### src/rtl/bootram_word_port_pkg.sv
// Shared types and sizes for the boot RAM word port.
// Word accesses are split into four byte-lane RAM operations.
package bootram_word_port_pkg;

  localparam int WORD_BYTES = 4;
  localparam int RAM_AW     = 11;
  localparam int WORD_AW    = 9;
  localparam int LANE_W     = $clog2(WORD_BYTES);

  typedef enum logic [1:0] {
    ST_IDLE  = 2'd0,
    ST_ISSUE = 2'd1,
    ST_DRAIN = 2'd2,
    ST_DONE  = 2'd3
  } state_e;

  function automatic logic [7:0] lane_byte(
    input logic [31:0]       w,
    input logic [LANE_W-1:0] k
  );
    return w[{k, 3'b000} +: 8];
  endfunction

endpackage

### src/rtl/bootram_word_port.sv
// Word-wide CPU port onto a byte-wide registered boot RAM.
// One request becomes four sequential byte-lane accesses.
module bootram_word_port
  import bootram_word_port_pkg::*;
(
  input  logic              clk,
  input  logic              resetn,
  input  logic              mem_valid,
  input  logic [31:0]       mem_addr,
  input  logic [31:0]       mem_wdata,
  input  logic [3:0]        mem_wstrb,
  output logic              mem_ready,
  output logic [31:0]       mem_rdata,
  output logic              ram_ce,
  output logic              ram_oce,
  output logic              ram_wre,
  output logic              ram_reset,
  output logic [RAM_AW-1:0] ram_ad,
  output logic [7:0]        ram_din,
  input  logic [7:0]        ram_dout
);

  logic [1:0]         rst_sync_q, rst_sync_d;
  logic               rst_n;

  state_e             state_q, state_d;
  logic [LANE_W-1:0]  idx_q, idx_d;
  logic [WORD_AW-1:0] addr_q, addr_d;
  logic [31:0]        wdata_q, wdata_d;
  logic [3:0]         wstrb_q, wstrb_d;
  logic [31:0]        rdata_q, rdata_d;

  logic               is_read;
  logic [LANE_W-1:0]  cap_lane;
  logic               unused_addr;

  assign unused_addr = ^{mem_addr[31:WORD_AW+2], mem_addr[1:0]};
  assign is_read     = (wstrb_q == 4'b0000);
  assign rst_n       = rst_sync_q[1];

  // Reset release is retimed to clk; assertion stays asynchronous.
  always_comb begin
    rst_sync_d = {rst_sync_q[0], 1'b1};
  end

  // Reset synchronizer flops.
  always_ff @(posedge clk or negedge resetn) begin
    if (!resetn) rst_sync_q <= 2'b00;
    else         rst_sync_q <= rst_sync_d;
  end

  // FSM state register.
  always_ff @(posedge clk or negedge rst_n) begin
    if (!rst_n) state_q <= ST_IDLE;
    else        state_q <= state_d;
  end

  // FSM next state: reads need one extra cycle for the last lane.
  always_comb begin
    state_d = state_q;
    unique case (state_q)
      ST_IDLE:  if (mem_valid) state_d = ST_ISSUE;
      ST_ISSUE: if (idx_q == 2'd3)
                  state_d = is_read ? ST_DRAIN : ST_DONE;
      ST_DRAIN: state_d = ST_DONE;
      ST_DONE:  state_d = ST_IDLE;
      default:  state_d = ST_IDLE;
    endcase
  end

  // Request latch, lane counter and read-byte assembly.
  always_comb begin
    idx_d    = idx_q;
    addr_d   = addr_q;
    wdata_d  = wdata_q;
    wstrb_d  = wstrb_q;
    rdata_d  = rdata_q;
    cap_lane = idx_q - 2'd1;
    if (state_q == ST_IDLE && mem_valid) begin
      addr_d  = mem_addr[WORD_AW+1:2];
      wdata_d = mem_wdata;
      wstrb_d = mem_wstrb;
      idx_d   = '0;
    end
    if (state_q == ST_ISSUE) begin
      idx_d = idx_q + 2'd1;
      if (is_read && idx_q != 2'd0)
        rdata_d[{cap_lane, 3'b000} +: 8] = ram_dout;
    end
    if (state_q == ST_DRAIN)
      rdata_d[31:24] = ram_dout;
  end

  // Datapath registers.
  always_ff @(posedge clk or negedge rst_n) begin
    if (!rst_n) begin
      idx_q   <= '0;
      addr_q  <= '0;
      wdata_q <= '0;
      wstrb_q <= '0;
      rdata_q <= '0;
    end else begin
      idx_q   <= idx_d;
      addr_q  <= addr_d;
      wdata_q <= wdata_d;
      wstrb_q <= wstrb_d;
      rdata_q <= rdata_d;
    end
  end

  // FSM outputs: RAM strobes only while issuing, ready only in DONE.
  always_comb begin
    mem_ready = 1'b0;
    ram_ce    = 1'b0;
    ram_wre   = 1'b0;
    ram_ad    = '0;
    ram_din   = '0;
    unique case (1'b1)
      (state_q == ST_ISSUE): begin
        ram_ad  = {addr_q, idx_q};
        ram_din = lane_byte(wdata_q, idx_q);
        ram_ce  = is_read | wstrb_q[idx_q];
        ram_wre = ~is_read & wstrb_q[idx_q];
      end
      (state_q == ST_DONE): mem_ready = 1'b1;
      default: ;
    endcase
  end

  assign mem_rdata = rdata_q;
  assign ram_oce   = 1'b1;
  assign ram_reset = 1'b0;

endmodule

### config.mk
export PLATFORM = sky130hd
export DESIGN_NAME = bootram_word_port
export DESIGN_NICKNAME = d
export VERILOG_FILES = /design/src/rtl/bootram_word_port_pkg.sv /design/src/rtl/bootram_word_port.sv
export SDC_FILE = /design/constraint.sdc
export NUM_CORES = 1
export LEC_CHECK = 0
export ABC_AREA = 0
export CORE_ASPECT_RATIO = 0.8
export CORE_MARGIN = 3
export CORE_UTILIZATION = 41
export CTS_CLUSTER_SIZE = 12
export DETAILED_ROUTE_END_ITERATION = 8
export PLACE_DENSITY = 0.76
export REMOVE_ABC_BUFFERS = 1
export SLEW_MARGIN = 20
export SYNTH_ARGS = -nofsm -noshare
export SYNTH_HDL_FRONTEND = slang
export SYNTH_SLANG_ARGS = --single-unit
### constraint.sdc
create_clock -name clk -period 2.5 [get_ports clk]
set_clock_uncertainty 0.1 [all_clocks]
set_input_delay 0.375 -clock clk [delete_from_list [all_inputs] [get_ports clk]]
set_output_delay 0.375 -clock clk [all_outputs]
set_load 0.05 [all_outputs]
---- Word level (Yosys, flattened, before mapping) ----
Index checks and enable logic that the tools add are counted.
W data, S select, Z words.
cells by class
  magnitude comparators ................... 1
  eq/ne operators ......................... 6
  shift-type cells ........................ 3
  reductions and logical operators ........ 11
  muxes and demuxes ....................... 17
  $add $sub $neg .......................... 3
  bitwise gates (word level) .............. 3
operators with widths
  operator                  count
  $mux W32                  2
  $bwmux W32                1
  $shift A8 B7 Y32 const A  1
  $shiftx A32 B6 Y8         1
  $shiftx A8 B7 Y32         1
  $mux W8                   2
  $mux W11                  1
  $mux W2                   4
  $pmux W2 S4               1
  $reduce_bool A2 Y1        4
  $neg A5 Y7                1
  $eq A2 B2 Y1 const B      3
  $reduce_and A2 Y1         3
  $mux W1                   5
  $logic_not A4 Y1          1
  $ne A2 B2 Y1 const B      2
  $lt A2 B3 Y1 const B      1
  $add A2 B1 Y2 const B     1
  $bmux W1 S2               1
  $eq A2 B1 Y1 const B      1
  $logic_and A1 B1 Y1       2
  $logic_not A2 Y1          1
  $sub A2 B1 Y2 const B     1
  $and A1 B1 Y1             1
  2 further kinds           2
word-level totals
  output and inout bits ................... 56
  register bits after elaboration ......... 83
  logic and storage cells ................. 52

---- Depth between registers and ports, before layout ----
Gate-level depths: netlist of run 1.
  word-level depth ........................ 7
  depth in mapped cells ................... 8
  mapped depth without buffers ............ 5

---- Worst setup path before layout of run 1 ----
No wires, ideal clock.
  path type ............................... reg-to-reg
  from .................................... register idx_q[1]
  to ...................................... register rdata_q[24], in the netlist mem_rdata[24]
  required time ........................... 2.274 ns
  path buffers ............................ 1
  stages on the path, launching flop included .. 7
  slack ................................... 0.339 ns
  data arrival time ....................... 1.935 ns
  clock period less this slack ............ 2.161 ns
  path through ............................ dfrtp_1 > clkbuf_1 > inv_1 > ha_1 > nor2b_1 > a21oi_1 > a221o_1
on the way
  word-level cells in the longest chain between the ends .. 7
  elaborated cells between the ends (all ways) .. 12
  classes of those cells .................. add/sub: 2; shift: 2; mux: 4; reduce/logical: 4
ends and longest elaborated chain
  what                                                   line                      RTL
  start: declaration                                     bootram_word_port.sv:27   logic [LANE_W-1:0] idx_q, idx_d;
  start signal: assignment                               bootram_word_port.sv:103  idx_q <= idx_d;
  $sub A2 B1 Y2                                          bootram_word_port.sv:78   cap_lane = idx_q - 2'd1;
  $neg A5 Y7                                             bootram_word_port.sv:88   rdata_d[{cap_lane, 3'b000} +: 8] = ram_dout;
  $shiftx A8 B7 Y32 or $shift A8 B7 Y32 (tied branches)  bootram_word_port.sv:88
  $bwmux W32                                             bootram_word_port.sv:88
  $mux W32                                               bootram_word_port.sv:87   if (is_read && idx_q != 2'd0)
  $mux W32                                               bootram_word_port.sv:85   if (state_q == ST_ISSUE) begin
  $mux W8                                                bootram_word_port.sv:90   if (state_q == ST_DRAIN)
  end signal: assignment                                 bootram_word_port.sv:107  rdata_q <= rdata_d;
  end: declaration                                       bootram_word_port.sv:31   logic [31:0] rdata_q, rdata_d;
Parallel ways exist; a longest one is shown, timed or not. The select of a mux whose other input is x is not followed.
A chain may end at the register's enable or synchronous reset.

---- Worst setup path in the final report of run 1 ----
  from .................................... register idx_q[1]
  to ...................................... output port ram_wre
on the way
  word-level cells in the longest chain between the ends .. 4
ends and longest elaborated chain
  what                           line                      RTL
  $bmux W1 S2                    bootram_word_port.sv:123  ram_wre = ~is_read & wstrb_q[idx_q];
  $mux W1 (not written as such)  bootram_word_port.sv:123
  $and A1 B1 Y1                  bootram_word_port.sv:123
  $mux W1                        bootram_word_port.sv:118  unique case (1'b1)
  end: declaration               bootram_word_port.sv:16   output logic ram_wre,
No other way between the ends. The select of a mux whose other input is x is not followed.

==> qor.yml, run 1 <==
grt_pass1_vias: 2946
crit_slowest_cell: "mux4_2"
grt_pass1_wl_mm: 14.59
gp_congestion: 0.7355
antenna_found_initial: 0
max_freq_mhz: 433.7
p_per_area_nw_per_um2: 1261
p_int_uw: 4334
syn_area_um2: 3936
drive_above_1_share: 0.2657
slew_violations: 0
num-nets-final: 514
rows: 31
cts_tree: "built"
hp-class: "in2async"
arrival_ps: 1830
cts_max_level: 3
r2r_end: "mem_rdata[7]"
die_h_um: 93.64
setup_viol: 0
slew_headroom: 0.5409
crit_type: "reg2out"
wl_per_cell_um: 16.83
numCtsBuffers: 9
core_area_um2: 9193
regToRegStartpoint: "idx_q[1]"
crit_path_end_kind: "primary output"
p_leak_uw: 0.002590
root_buffer: "clkbuf_16"
ios: 135
ys_warn_count: 0
final_util: 0.6103
vias: 2784
sw_frac_of_total: 0.3873
final_cell_mix: "clkdlybuf4s50_1 (88), dfrtp_1 (82), mux2_2 (46)"
synth.ff_latch_count: 83
max_stage_delay_ps: 570
fin_crit_ps: 2306
hold_viol_final: 0
dp_hpwl_mm: 6.732
critPathBufInv: 1
clkLatencyLatePin_ps: 330
layout.cells.non_filler: 544
critPathLaunch: "idx_q[1]"
grt.total_usage: 0.1767
nFillCells: 744
port-buffer-count: 109
status: "finished, final reports clean"
dpl_cell_area_um2: 5304
grt_start_max_net_pins: 54
drv_cap: 0
globalRouteOverflowTotal: 0
start_util: 0.4282
synth_cell_types: 32
clk_pin_slew_worst_paths_ps: 60
clock_sinks: 83
dp_cells: 528
cts_setup_buffers: 0
finalWorstSetupSlack_ps: 194.2
crit_end: "ram_wre"
combPwrFrac: 0.503
fin_crit_sh: 0.9223
power.share.clock: 0.186
power.share.sequential: 0.311
num_antenna_cells: 0
vias_per_cell: 5.118
final_antenna_net_count: 0
p_switching_uw: 2740
dr.pass1.iters: 4
cp_top_family: "multiplexers"
r2r_slack_ps: 440
required_ps: 2030
drt-initial-drc-count: 59
synthCells: 307
drc: 0
die_area_um2: 10820
start_kind: "register"
r2r.worst_path.cells: 6
worstPathCellList: "mux4_2 > and3_1 > buf_12"
final_common_cell: "clkdlybuf4s50_1"
cp.depth: 3
rsz0062_at_grt: "no"
dieWidth_um: 115.6
pre_cts_ws_ps: 420.6
vdd_drop_max_mv: 0.6042
cts_buffer_depth: 2
stdcell_area_um2: 5610
totalWireLength_mm: 9.158
avgSynthCellArea_um2: 12.82
area_delta_synth_final_pct: 42.53
synth-seq-area-share: 0.5277
tightest_slew_ps: 688.6
crit_fanout: 8
## flip-flops by register name, indices dropped and copies added (netlist names)
name	count
addr_q	9
idx_q	2
mem_rdata	32
rst_sync_q	2
state_q	2
wdata_q	32
wstrb_q	4
## area by class of cell
type | instances | area, um^2 | area share
multi-input cells | 181 | 1677 | 0.2988
inverters | 29 | 108.9 | 0.01940
well taps | 115 | 143.9 | 0.02565
clock buffers | 10 | 239.0 | 0.04260
flip-flops and latches | 83 | 2081 | 0.3709
clock inverters | 6 | 65.06 | 0.01160
repair buffers | 120 | 1296 | 0.2310
## stage by stage
stage	setup TNS (ps)	hold WS, ps	total power [uW]
floorplan	-6711	-20.59	4505
global placement	0	238.3	5672
detailed placement	0	238.1	5802
CTS	0	98.66	7149
global route	0	95.22	7479
finish	0	103.2	7073
## how the worst min path moves through the flow
stage	startpoint	endpoint	slack [ps]
2_1_floorplan	resetn	rst_sync_q[0]	-20
3_3_place_gp	rst_sync_q[0]	rst_sync_q[1]	240
3_5_place_dp	rst_sync_q[0]	rst_sync_q[1]	240
4_1_cts	resetn	rst_sync_q[1]	100
5_1_grt	resetn	rst_sync_q[1]	100
6_report	resetn	rst_sync_q[1]	100
## cells in the mapped netlist
cell type  count  share of area
nand2b_1       1         0.0016
nand3_2        3         0.0076
mux2_2        46           0.13
nor3b_1        2         0.0038
a2111oi_2      1         0.0038
nor2_1         5         0.0048
a21oi_1        1         0.0013
and3_1         2         0.0032
mux2i_1       24          0.061
nand2_1       28          0.027
nor4_2         1         0.0032
or2_2          1         0.0016
a221o_1        8          0.020
buf_1          2         0.0019
conb_1         2         0.0019
o21ai_0        2         0.0025
o21bai_1       1         0.0019
buf_2          3         0.0038
dfrtp_1       83           0.53
o211a_1        8          0.020
nand3_1        1         0.0013
ha_1          11          0.035
and2_1        17          0.027
or4_4          1         0.0029
buf_6          1         0.0029
clkbuf_1       5         0.0048
inv_1         29          0.028
nor2b_1        3         0.0048
nor3_2         1         0.0025
nor4_1         1         0.0016
buf_4          4         0.0076
mux4_2         9          0.051
## power by group through the flow
| stage | clock [uW] | combinational [uW] | sequential, uW |
|---|---|---|---|
| 5_1_grt | 1410 | 3800 | 2270 |
| 6_report | 1320 | 3560 | 2200 |
| 3_3_place_gp | 0 | 3490 | 2190 |
| 2_1_floorplan | 0 | 1970 | 2540 |
| 3_5_place_dp | 0 | 3580 | 2220 |
| 4_1_cts | 1350 | 3600 | 2200 |
## cells by family after synthesis
family / synth area share
buf+inv: 0.04863
mux: 0.2441
simple gates: 0.09250
flops: 0.5277
other cells: 0.001908
fa+ha+maj: 0.03496
compound gates: 0.05022
## layer usage
layer | wire (um) | part of all wire | GRT usage
met3 | 515 | 0.056 | 0.04916
met2 | 4582 | 0.50 | 0.2914
met5 | 0 | 0 | 0
met4 | 79 | 0.0086 | 0.04692
met1 | 3981 | 0.43 | 0.2298
## what timing repair did
item / CTS / global route
resized for setup: 0 / 1
hold endpoints to repair: 0 / 0
hold buffers: 0 / 0
setup endpoints to repair: 0 / 10
No activity file was read; power rests on OpenSTA's default activity.
==> run 2: changes to the inputs <==
--- a/config.mk
+++ b/config.mk
@@ -9,7 +9,7 @@
 export CORE_ASPECT_RATIO = 0.8
 export CORE_MARGIN = 3
 export CORE_UTILIZATION = 41
-export CTS_CLUSTER_SIZE = 12
+export CTS_CLUSTER_SIZE = 40
 export DETAILED_ROUTE_END_ITERATION = 8
 export PLACE_DENSITY = 0.76
 export REMOVE_ABC_BUFFERS = 1
==> results of run 2 <==
No change in the layout: final DEF, timing and power equal those of run 1.
